**config.mk**
```make
export PLATFORM = sky130hd
export DESIGN_NAME = wb_primary_split
export DESIGN_NICKNAME = d
export VERILOG_FILES = /design/src/rtl/wb_primary_split.sv
export SDC_FILE = /design/constraint.sdc
export NUM_CORES = 1
export LEC_CHECK = 0
export CORE_ASPECT_RATIO = 1.5
export CORE_UTILIZATION = 49
export DETAILED_ROUTE_END_ITERATION = 10
export GPL_ROUTABILITY_DRIVEN = 0
export PLACE_DENSITY = 0.95
export REMOVE_ABC_BUFFERS = 1
export SYNTH_ARGS = -nofsm -noshare
export SYNTH_HDL_FRONTEND = slang
export SYNTH_SLANG_ARGS = --single-unit
```
**constraint.sdc**
```tcl
create_clock -name clock -period 4.3 [get_ports clock]
set_input_delay 0.86 -clock clock [delete_from_list [all_inputs] [get_ports clock]]
set_output_delay 0.86 -clock clock [all_outputs]
set_load 0.01 [all_outputs]
```
**src/rtl/wb_primary_split.sv**
```systemverilog
// rtl/wb_primary_split.sv - Wishbone primary splitting 64-bit core accesses into 32-bit beats
//
// Purpose: accepts one core request at a time and runs it on a 32-bit Wishbone
// bus. A wide (64-bit) access becomes a low beat at req_addr, an idle gap of
// GAP_CYCLES, then a high beat at req_addr | HIGH_OFFSET. Every beat has an ack
// timeout; on timeout the transaction ends with resp_err and any remaining beat
// is skipped.
//
// Ports:
//   clock, reset                  rising-edge clock, asynchronous active-low reset
//   req_valid/req_ready           core request handshake (ready only when idle)
//   req_we, req_wide              write / 64-bit qualifiers
//   req_addr, req_wdata           low-word byte address, write data
//   resp_valid, resp_rdata,
//   resp_err                      one-cycle response pulse, read data, timeout flag
//   cyc, stb, we, addr, dat_o     Wishbone request outputs
//   dat_i, ack                    Wishbone response inputs
//
// Optional feature macro: WB_PRIMARY_SPLIT_CONSISTENT_READ_EN
//   Wide reads run HI, LO, HI and repeat LO, HI until two consecutive high
//   words match, giving tear-free reads of a counter that carries between beats.

`timescale 1ns/1ps

module wb_primary_split #(
    parameter int ADDR_SIZE      = 32,
    parameter int HIGH_OFFSET    = 64,
    parameter int GAP_CYCLES     = 2,
    parameter int TIMEOUT_CYCLES = 255
) (
    input  logic                 clock,
    input  logic                 reset,
    input  logic                 req_valid,
    output logic                 req_ready,
    input  logic                 req_we,
    input  logic                 req_wide,
    input  logic [ADDR_SIZE-1:0] req_addr,
    input  logic [63:0]          req_wdata,
    output logic                 resp_valid,
    output logic [63:0]          resp_rdata,
    output logic                 resp_err,
    output logic                 cyc,
    output logic                 stb,
    output logic                 we,
    output logic [ADDR_SIZE-1:0] addr,
    output logic [31:0]          dat_o,
    input  logic [31:0]          dat_i,
    input  logic                 ack
);

    localparam int                   TW       = $clog2(TIMEOUT_CYCLES + 1);
    localparam logic [TW-1:0]        TMO_LAST = TW'(TIMEOUT_CYCLES - 1);
    localparam logic [2:0]           GAP_LAST = 3'(GAP_CYCLES - 1);
    localparam logic [ADDR_SIZE-1:0] HI_OFS   = ADDR_SIZE'(HIGH_OFFSET);

    typedef enum logic [2:0] {
        S_IDLE    = 3'd0,
        S_BEAT_LO = 3'd1,
        S_GAP     = 3'd2,
        S_BEAT_HI = 3'd3,
        S_RESP    = 3'd4
    } state_t;

    state_t                 state_q, state_d;
    logic                   we_q, we_d;
    logic                   wide_q, wide_d;
    logic [ADDR_SIZE-1:0]   addr_q, addr_d;
    logic [63:0]            wdata_q, wdata_d;
    logic [63:0]            rdata_q, rdata_d;
    logic                   err_q, err_d;
    logic [TW-1:0]          tmo_q, tmo_d;
    logic [2:0]             gap_q, gap_d;
    // Selects which beat follows the gap; only a consistent read ever goes back to LO.
    logic                   gap_to_lo_q, gap_to_lo_d;
`ifdef WB_PRIMARY_SPLIT_CONSISTENT_READ_EN
    logic [31:0]            hi_prev_q, hi_prev_d;
    logic                   have_hi_q, have_hi_d;
`endif

    always_ff @(posedge clock or negedge reset) begin
        if (!reset) begin
            state_q     <= S_IDLE;
            we_q        <= 1'b0;
            wide_q      <= 1'b0;
            addr_q      <= '0;
            wdata_q     <= '0;
            rdata_q     <= '0;
            err_q       <= 1'b0;
            tmo_q       <= '0;
            gap_q       <= '0;
            gap_to_lo_q <= 1'b0;
`ifdef WB_PRIMARY_SPLIT_CONSISTENT_READ_EN
            hi_prev_q   <= '0;
            have_hi_q   <= 1'b0;
`endif
        end else begin
            state_q     <= state_d;
            we_q        <= we_d;
            wide_q      <= wide_d;
            addr_q      <= addr_d;
            wdata_q     <= wdata_d;
            rdata_q     <= rdata_d;
            err_q       <= err_d;
            tmo_q       <= tmo_d;
            gap_q       <= gap_d;
            gap_to_lo_q <= gap_to_lo_d;
`ifdef WB_PRIMARY_SPLIT_CONSISTENT_READ_EN
            hi_prev_q   <= hi_prev_d;
            have_hi_q   <= have_hi_d;
`endif
        end
    end

    always_comb begin
        state_d     = state_q;
        we_d        = we_q;
        wide_d      = wide_q;
        addr_d      = addr_q;
        wdata_d     = wdata_q;
        rdata_d     = rdata_q;
        err_d       = err_q;
        tmo_d       = tmo_q;
        gap_d       = gap_q;
        gap_to_lo_d = gap_to_lo_q;
`ifdef WB_PRIMARY_SPLIT_CONSISTENT_READ_EN
        hi_prev_d   = hi_prev_q;
        have_hi_d   = have_hi_q;
`endif
        case (state_q)
            S_IDLE: begin
                if (req_valid) begin
                    we_d    = req_we;
                    wide_d  = req_wide;
                    addr_d  = req_addr;
                    wdata_d = req_wdata;
                    err_d   = 1'b0;
                    tmo_d   = '0;
`ifdef WB_PRIMARY_SPLIT_CONSISTENT_READ_EN
                    have_hi_d = 1'b0;
                    if (req_wide && !req_we) state_d = S_BEAT_HI;
                    else                     state_d = S_BEAT_LO;
`else
                    state_d = S_BEAT_LO;
`endif
                end
            end
            S_BEAT_LO: begin
                if (ack) begin
                    if (!we_q) begin
                        // A narrow read clears the upper half; a wide read fills it later.
                        if (wide_q) rdata_d[31:0] = dat_i;
                        else        rdata_d       = {32'h0, dat_i};
                    end
                    if (wide_q) begin
                        state_d     = S_GAP;
                        gap_d       = '0;
                        gap_to_lo_d = 1'b0;
                    end else begin
                        state_d = S_RESP;
                    end
                end else if (tmo_q == TMO_LAST) begin
                    err_d   = 1'b1;
                    state_d = S_RESP;
                end else begin
                    tmo_d = tmo_q + 1'b1;
                end
            end
            S_GAP: begin
                if (gap_q == GAP_LAST) begin
                    state_d = gap_to_lo_q ? S_BEAT_LO : S_BEAT_HI;
                    tmo_d   = '0;
                end else begin
                    gap_d = gap_q + 3'd1;
                end
            end
            S_BEAT_HI: begin
                if (ack) begin
                    state_d = S_RESP;
                    if (!we_q) begin
                        rdata_d[63:32] = dat_i;
`ifdef WB_PRIMARY_SPLIT_CONSISTENT_READ_EN
                        // Finish only once two successive high words agree.
                        if (!have_hi_q || (dat_i != hi_prev_q)) begin
                            hi_prev_d   = dat_i;
                            have_hi_d   = 1'b1;
                            state_d     = S_GAP;
                            gap_d       = '0;
                            gap_to_lo_d = 1'b1;
                        end
`endif
                    end
                end else if (tmo_q == TMO_LAST) begin
                    err_d   = 1'b1;
                    state_d = S_RESP;
                end else begin
                    tmo_d = tmo_q + 1'b1;
                end
            end
            S_RESP:  state_d = S_IDLE;
            default: state_d = S_IDLE;
        endcase
    end

    always_comb begin
        req_ready  = (state_q == S_IDLE);
        resp_valid = (state_q == S_RESP);
        resp_err   = (state_q == S_RESP) && err_q;
        resp_rdata = rdata_q;
        cyc        = 1'b0;
        stb        = 1'b0;
        we         = 1'b0;
        addr       = '0;
        dat_o      = '0;
        case (state_q)
            S_BEAT_LO: begin
                cyc   = 1'b1;
                stb   = 1'b1;
                we    = we_q;
                addr  = addr_q;
                dat_o = wdata_q[31:0];
            end
            S_BEAT_HI: begin
                cyc   = 1'b1;
                stb   = 1'b1;
                we    = we_q;
                addr  = addr_q | HI_OFS;
                dat_o = wdata_q[63:32];
            end
            default: ;
        endcase
    end

endmodule

```
==> flow_summary.toml <==
[status]
run_status = "complete, no violations"

[logic_synthesis]
synthMuxAreaShare_pct = 23.14
ys_ff_latch = 177
synth.distinct_cells = 44
netlist.area_leader.share_pct = 57.13
yosysWarnings = 0
synthAdderAreaFrac_pct = 0.6456
yosys.area.top_type = "dfrtp_1"
synthesis.instances = 626
synth.top_cells.by_area = "dfrtp_1 (57%), mux2_2 (17%), mux2i_1 (4.3%), nand2_1 (3.3%), and2_1 (2.7%)"
netlist_area_sq_um = 7752
synth_xor_xnor_area_share_pct = 0.1130
yosysSeqAreaShare_pct = 57.13
synthArstFlopShare_pct = 100.0
synth_compound_area_share_pct = 1.937
synth-simple-area-share_pct = 13.80
synth_flop_cell = "dfrtp_1"
avgSynthCellArea_sq_um = 12.38
synth_top_family_by_area = "multiplexers"
synth_edf_count = 0

[place]
io_buffers = 267
dpl_cell_area_sq_um = 10520
dp_hpwl_microns = 14470

[setup_path]
cp_data_required_time_ns = 3.44
cp_max_fo = 41
critical_path_class = "reg2out"
start_kind = "flop"
r2r_cells = 5
rrSetupSlack_ns = 1.20
arrival_ns = 2.91
end_kind = "output port"
reg2reg_to = "resp_rdata[61]"
r2r-start = "state_q[0]"

[sta]
worst_slew_pin_slew_ns = 1.198
finalMaxSlewViolations = 0
slew_headroom_pct = 20.12
rsz0062_at_grt = "no"
finalCritPeriodShare_pct = 87.68
finClkSkew_ns = 0.008906
setup_viol = 0
layout_min_cycle_time_ns = 3.770
hold_violations = 0
max_freq_mhz = 265.2

[layout]
nets = 1016
nFillCells = 1057
area.growth.synth_to_final_pct = 43.69
drive_above_1_share_pct = 18.52
fin_area_sq_um = 11140
n_antenna_cell = 0

[global_routing]
grt.total_usage_pct = 26.05
grt_pass1_wl_microns = 32550
antenna_found_initial = 0
grt_pass1_vias = 6284
overflow = 0
grt_max_degree = 91

[route]
vias = 5813
drt_iter0_markers = 257
firstDrtPassIters = 5
drc = 0
drtAntennaViolNets = 0
vias_per_cell = 5.314
wl_microns = 20720
avgRoutedWirePerCell_microns = 18.94

[clocking]
cts_sinks = 177
cts_resized = 0
cts_setup_buffers = 0
clock_latency_ns = 0.42
htree_levels = 4
cts_hold_buf = 0
clk_path_buf_depth = 2
cts_buffers = 17
cts_root_buf = "clkbuf_16"
cts_tree = "yes"
path_clk_slew_ns = 0.07

[hold_path]
min_path_cells = 2
hp-start = "resp_rdata[49]"
holdPathEnd = "resp_rdata[49]"
hp-class = "reg2reg"

[pwr]
powerDensity_nw_per_um2 = 716.4
power_mw = 7.980
ir_drop_mv = 0.5255
power.leakage_nw = 4.744

[die]
start_util_pct = 49.84
top_level_ports = 268
core_area_sq_um = 15550
fp.dieArea_sq_um = 16340
fp-row-count = 56
die_x_microns = 104.7
die_h_microns = 156.1

[flow_run]
drv_cap = 0
## cells in the final DEF (no fill, tap or decap), types with 2 or more instances in the layout
| cell | instances |
|---|---|
| clkdlybuf4s50_1 | 266 |
| dfrtp_1 | 176 |
| mux2_2 | 120 |
| nand2_1 | 69 |
| nor2_1 | 40 |
| nand3_1 | 37 |
| and2_1 | 34 |
| mux2i_1 | 33 |
| clkbuf_16 | 17 |
| mux2_1 | 10 |
| o21ai_0 | 6 |
| inv_1 | 5 |
| nor3_1 | 5 |
| buf_4 | 5 |
| nand4_1 | 4 |
| o311ai_0 | 4 |
| ha_1 | 4 |
| inv_6 | 4 |
| nor2b_1 | 3 |
| or3_1 | 3 |
| and3_1 | 3 |
| inv_8 | 3 |
| nand2b_1 | 2 |
| nor4b_4 | 2 |
| and3b_1 | 2 |
| or4b_1 | 2 |
| nor4_1 | 2 |
| nand4b_1 | 2 |
| a21oi_1 | 2 |
| bufinv_16 | 2 |
| clkinvlp_4 | 2 |
| clkinv_8 | 2 |
| clkinv_4 | 2 |
## where the power goes
| group | internal, mW | leakage, nW | switching [mW] |
|---|---|---|---|
| Sequential | 2.42 | 2.17 | 0.519 |
| Clock | 0.887 | 0.296 | 0.721 |
| Combinational | 1.98 | 2.27 | 1.45 |
## worst max-delay path by stage
stage / from / slack, ns / end / depth (start not counted)
final: state_q[0] / 0.53 / addr[8] / 4
after global routing: state_q[0] / 0.37 / we / 4
after CTS: state_q[0] / 0.52 / addr[8] / 4
after detailed placement: state_q[0] / 0.99 / addr[8] / 4
after global placement: state_q[0] / 1.12 / addr[19] / 4
after floorplan: state_q[1] / -0.01 / addr_q[0] / 3
## critical path, stage by stage, from the launching register on
cell,delay (ns)
dfrtp_1,0.66
nand2b_4,0.43
inv_2,0.59
and2_1,0.23
clkdlybuf4s50_1,0.55
## cells in the mapped netlist (2+ instances only)
library cell and instances:
a21oi_1 2, and2_1 34, and3_1 3, and3b_1 2, buf_2 20, buf_4 6, buf_6 4, clkbuf_1 10
dfrtp_1 177, ha_1 4, inv_1 5, mux2_1 10, mux2_2 120, mux2i_1 33, nand2_1 69, nand2b_1 2
nand3_1 37, nand4_1 4, nand4b_1 2, nor2_1 40, nor2b_1 3, nor3_1 5, nor4_1 2, o21ai_0 6
o311ai_0 4, or3_1 3, or4b_1 2
## cell families (layout without fill, tap and decap cells)
kind of cell             after synthesis  count (layout)
XOR/XNOR                               1               1
adder cells (fa/ha/maj)                4               4
flip-flops                           177             177
buffers and inverters                 46             311
AO/OA/AOI/OAI                         22              22
AND/OR/NAND/NOR                      213             213
multiplexers                         163             163
## per-stage QoR
| stage | TNS (ns) | worst slack [ns] | cells | hold WS, ns | util (%) |
|---|---|---|---|---|---|
| after floorplan | -1.231 | -0.01383 | 586 | 0.4490 | - |
| after global placement | 0 | 1.116 | 1062 | 0.4487 | 67.63 |
| after detailed placement | 0 | 0.9941 | 1062 | 0.4546 | 67.63 |
| after CTS | 0 | 0.5209 | 1094 | 0.4694 | 71.61 |
| after global routing | 0 | 0.3655 | 1094 | 0.4876 | 71.61 |
| final | 0 | 0.5296 | 1094 | 0.4685 | 71.61 |
## final cells by class
class / count / area (sq um) / area share [%]
sequential: 177 / 4431 / 39.77
multi-input combinational: 403 / 3082 / 27.66
timing repair buffer: 273 / 2731 / 24.52
clock buffer: 17 / 425.4 / 3.819
tap: 203 / 254.0 / 2.280
clock inverter: 15 / 193.9 / 1.741
inverter: 6 / 22.52 / 0.2022
## routing by layer
layer  GRT usage [%]  vias up  part of all wire [%]
met4           14.29        0                   4.7
met2           47.56      222                    55
li1                -     2663                     -
met1           27.58     2859                    36
met5               0        -                     0
met3           6.099       69                   4.9
## sequential cells by signal, summed over array words and instances (netlist names)
register,flops
resp_rdata,64
tmo_q,8
state_q,3
wide_q,1
we_q,1
wdata_q,64
addr_q,32
err_q,1
gap_q,3
(Power assumes the default switching activity.)
==> edit 1 (config.mk and constraints unchanged) <==
Build with the macro `WB_PRIMARY_SPLIT_CONSISTENT_READ_EN` defined.
--- a/src/rtl/wb_primary_split.sv
+++ b/src/rtl/wb_primary_split.sv
@@ -21,6 +21,8 @@
 //   words match, giving tear-free reads of a counter that carries between beats.
 
 `timescale 1ns/1ps
+
+`define WB_PRIMARY_SPLIT_CONSISTENT_READ_EN
 
 module wb_primary_split #(
     parameter int ADDR_SIZE      = 32,
Behaviour: not the same (Yosys sat finds a counterexample within 4 cycles, from zero or initial values and one cycle with reset low).
==> edit 1 against the original RTL <==
- synthesized area increased by 19%
- clock power rose by 26%
- count of clock-buffer cells in the layout increased by 6
- routed wire length grew 4.5%
- total power rose by 19%
- sequential cell count increased by 34
- design area up 16%
- die area is 19% higher
- critical path depth unchanged
- worst setup slack improved by 0.32 ns
- non-clock buffer count increased by 4
- synthesized cell count is 13% higher
- register-to-register slack better by 0.35 ns
==> edit 1: results (changes against the original RTL) <==
Status
Result of the run: finished, final reports clean (unchanged).

Pwr
The maximum VDD drop is 438 uV (was 525 uV). The leakage power is 5.50 nW (was 4.74 nW).

Synthesis
The total number of yosys warnings came to 0 (unchanged). The post-synthesis xor/xnor area fraction is 0.0218 (was 0.00113). The average footprint of a synthesized cell is 13.1 um^2 (was 12.4 um^2). The async set-reset flop share out of synthesis is 1.00 (unchanged). The post-synthesis mux area share is 0.233 (was 0.231). Dominant cells by area after synthesis: sky130_fd_sc_hd__dfrtp_1 57%, sky130_fd_sc_hd__mux2_2 16%, sky130_fd_sc_hd__mux2_1 4.1% (was sky130_fd_sc_hd__dfrtp_1 57%, sky130_fd_sc_hd__mux2_2 17%, sky130_fd_sc_hd__mux2i_1 4.3%). The commonest register cell after synthesis is sky130_fd_sc_hd__dfrtp_1 (unchanged).

The compound-gate portion of the synthesized area was 0.0576 (was 0.0194). The share of the yosys chip area belonging to registers is 0.572 (was 0.571). Most numerous cell types in the synthesized netlist: 211 x sky130_fd_sc_hd__dfrtp_1, 128 x sky130_fd_sc_hd__mux2_2, 52 x sky130_fd_sc_hd__nor2_1 (was 177 x sky130_fd_sc_hd__dfrtp_1, 120 x sky130_fd_sc_hd__mux2_2, 69 x sky130_fd_sc_hd__nand2_1). The adder-cell share of the synthesized area is 0.00542 (was 0.00646).

Worst setup path
The arrival time at the worst endpoint is 2.60 ns (was 2.91 ns). The highest fanout seen on the critical path was 24 (was 41).

Clocking
The clock buffer count from CTS is 21 (was 17). The number of instances resized during post-cts repair is 0 (unchanged). The insertion delay of the later-clocked pin in the worst-skew pair is 0.49 ns (was 0.42 ns). The number of H-tree levels came to 1 (was 4). The maximum clock path buffer count is 3 (was 2).

Drt
The via count normalized by instance count is 5.33 (was 5.31). The detailed-router iteration count before antenna repair is 4 (was 5). The final routed wirelength across all metal layers is 21700 um (was 20700 um). The iteration-0 DRC count of the detailed router is 268 (was 257).

GRT
The largest net degree at the start of global routing is 85 (was 91). The first-pass GRT wire length is 34400 um (was 32500 um). The number of global-route vias before repair is 6910 (was 6284).

The total track usage is 0.224 (was 0.260).

Placed design
The HPWL after detailed placement is 15000 um (was 14500 um). The number of buffer cells added on primary ports came to 267 (unchanged). The placed cell area was 0.0121 mm^2 (was 0.0105 mm^2).

STA
The clock skew after layout is 0.00787 ns (was 0.00891 ns). The worst slew margin relative to its limit was 0.491 (was 0.201).

Cells and area
The count of filler cells inserted in the layout is 1259 (was 1057). The number of diodes added for antenna fixing is 0 (unchanged). The net count reported at finish is 1104 (was 1016). The number of non-filler instances in the completed layout is 1233 (was 1094).

The proportion of layout cells with a drive suffix above 1 is 0.188 (was 0.185).

Hold path
The class of the worst hold path is in2async (was reg2reg).
[edit 1: cell count changes after synthesis, sizes merged, moves of 5 or more]
cell / change
buf: -5
nand3: -30
xnor2: +23
a21oi: +6
nand2b: +6
a22o: +31
o21ai: +5
clkbuf: +5
mux2: +32
nor2: +12
nand2: -51
dfrtp: +34
inv: +8
[edit 1: final cells by class]
class	instances	area share
flip-flops and latches	211	0.409
clock buffers	23	0.0413
repair buffers	277	0.216
well taps	252	0.0244
clock inverters	15	0.0185
inverters	14	0.00407
multi-input cells	441	0.287
[edit 1: kinds of logic (layout without fill, tap and decap cells)]
family,count (synthesis),in the layout
AOI/OAI and AO/OA,72,72
xor gates and xnor gates,23,23
adders and majority gates,4,4
buffers and inverters,54,329
DFF,211,211
muxes,195,195
and+or+nand+nor,147,147
[edit 1: where the power goes]
group | internal (W) | switching [W]
clock | 0.00127 | 0.000769
combinational | 0.00233 | 0.00159
sequential | 0.00293 | 0.000607
total | 0.00652 | 0.00297
[edit 1: worst max-delay path, cell delays in order, from the launching register on]
cell                              delay, ns
sky130_fd_sc_hd__dfrtp_2               0.82
sky130_fd_sc_hd__buf_4                 0.45
sky130_fd_sc_hd__mux2i_1               0.12
sky130_fd_sc_hd__nor2_1                0.13
sky130_fd_sc_hd__clkdlybuf4s50_1       0.56
[edit 1: worst paths after layout]
kind                            start  slack [ns]              to  cells past startpoint
max                        state_q[1]        0.84       dat_o[20]                      4
min                             reset        0.43  resp_rdata[24]                      1
min in group clock         addr_q[25]        0.50      addr_q[25]                      1
max reg2reg                state_q[2]        1.55   resp_rdata[0]                      6
min reg2reg                addr_q[25]        0.50      addr_q[25]                      1
max in group asynchronous       reset        2.95  resp_rdata[42]                      2
[edit 1: per-layer routing]
metal | up-vias | GRT usage | part of all wire
met5 | - | 0 | 0
met4 | 0 | 0.0819 | 0.030
met3 | 44 | 0.0459 | 0.055
met2 | 213 | 0.413 | 0.54
met1 | 3311 | 0.251 | 0.38
li1 | 3003 | - | -
[edit 1: stage by stage]
step                      hold WS [ns]  setup slack, ns  utilization  total power [W]
final                            0.429            0.845        0.699          0.00949
after global routing             0.470            0.731        0.699           0.0100
after CTS                        0.436            0.806        0.699          0.00958
after detailed placement         0.476            0.790        0.657          0.00748
after global placement           0.467            0.861        0.657          0.00731
after floorplan                  0.451           -0.258            -          0.00559
==> edit 2 (config.mk and constraints unchanged) <==
Without the edit above. `rdata_q` no longer has a reset.
--- a/src/rtl/wb_primary_split.sv
+++ b/src/rtl/wb_primary_split.sv
@@ -84,7 +84,6 @@
             wide_q      <= 1'b0;
             addr_q      <= '0;
             wdata_q     <= '0;
-            rdata_q     <= '0;
             err_q       <= 1'b0;
             tmo_q       <= '0;
             gap_q       <= '0;
@@ -99,7 +98,6 @@
             wide_q      <= wide_d;
             addr_q      <= addr_d;
             wdata_q     <= wdata_d;
-            rdata_q     <= rdata_d;
             err_q       <= err_d;
             tmo_q       <= tmo_d;
             gap_q       <= gap_d;
@@ -109,6 +107,10 @@
             have_hi_q   <= have_hi_d;
 `endif
         end
+    end
+
+    always_ff @(posedge clock) begin
+        rdata_q <= rdata_d;
     end
 
     always_comb begin
Check against the original RTL: differs if reset is asserted again (counterexample within 4 cycles, from zero or initial values and one cycle with reset low); with reset held inactive, the same outputs for 4 cycles.
==> edit 2 against the original RTL <==
- synthesized area down 5.7%
- worst setup slack better by 0.32 ns
- final cell count decreased by 9.8%
- total power shrank 11%
- register-to-register slack improved by 0.54 ns
- routed wire length about the same
- sequential cell count did not move
- design area decreased by 3.5%
- critical endpoint is now dat_o[18]
==> edit 2: results (changes against the original RTL) <==
STA
The transition at the pin with the smallest max-transition slack is 1.11 ns (was 1.20 ns). The final worst slack is 0.851 ns (was 0.530 ns).

Pwr
The power density relative to cell area is 662 mW/mm^2 (was 716 mW/mm^2). The sequential share of power is 0.391 (was 0.369). The switching power of the nets is 0.00233 W (was 0.00269 W).

Drt
The total met2 wirelength after detailed routing is 11200 um (was 11300 um). The final routed wirelength across all metal layers is 20700 um (about the same). The met3 wire length is 1640 um (was 1020 um). The number of vias after detailed routing is 5282 (was 5813).

Synthesis
The share of the yosys chip area belonging to registers was 0.650 (was 0.571). The adder-cell share of the synthesized area is 0.00684 (was 0.00646). The number of standard cells after synthesis is 514 (was 626). The post-synthesis mux area share is 0.196 (was 0.231). Most numerous cell types in the synthesized netlist: 113 x sky130_fd_sc_hd__dfrtp_1, 97 x sky130_fd_sc_hd__mux2_2, 64 x sky130_fd_sc_hd__edfxtp_1 (was 177 x sky130_fd_sc_hd__dfrtp_1, 120 x sky130_fd_sc_hd__mux2_2, 69 x sky130_fd_sc_hd__nand2_1).

Cells and area
The flip-flop and latch share of the layout cell area came to 0.442 (was 0.398). The area of the multi-input gates is 0.00240 mm^2 (was 0.00308 mm^2). The inverter count is 9 (was 6). The total number of multi-input combinational cells is 297 (was 403). The area share of buffers outside the clock network is 0.255 (was 0.245). The proportion of layout cells with a drive suffix above 1 was 0.183 (was 0.185). The relative area of clock buffers and inverters in the final design is 0.0536 (was 0.0556).

GRT
The met2 track demand over resource in global routing came to 0.505 (was 0.476). The largest net degree at the start of global routing came to 85 (was 91). The met3 usage in global routing is 0.0817 (was 0.0610).

Placed design
The placed cell area came to 0.0102 mm^2 (was 0.0105 mm^2). The cell total after placement is 955 (was 1062).

Status
Result of the run: finished, final reports clean (unchanged).

Worst setup path
The worst-case register-to-register setup slack is 1.74 ns (was 1.20 ns). The highest fanout seen on the critical path is 35 (was 41).
[edit 2: cell count changes after synthesis, moves of 5 or more]
cell | before | now
sky130_fd_sc_hd__nand2_1 | 69 | 9
sky130_fd_sc_hd__dfrtp_1 | 177 | 113
sky130_fd_sc_hd__mux2_2 | 120 | 97
sky130_fd_sc_hd__nand3_1 | 37 | 4
sky130_fd_sc_hd__edfxtp_1 | 0 | 64
sky130_fd_sc_hd__buf_2 | 20 | 15
sky130_fd_sc_hd__and3_1 | 3 | 32
sky130_fd_sc_hd__mux2_1 | 10 | 0
[edit 2: path summary, 6_finish.rpt]
path,cells after the start,start,to
min reg2reg,1,addr_q[30],addr_q[30]
min in group asynchronous,1,reset,we_q
max,4,state_q[1],dat_o[18]
max in group asynchronous,2,reset,wdata_q[8]
min,1,addr_q[30],addr_q[30]
max reg2reg,4,state_q[1],resp_rdata[34]
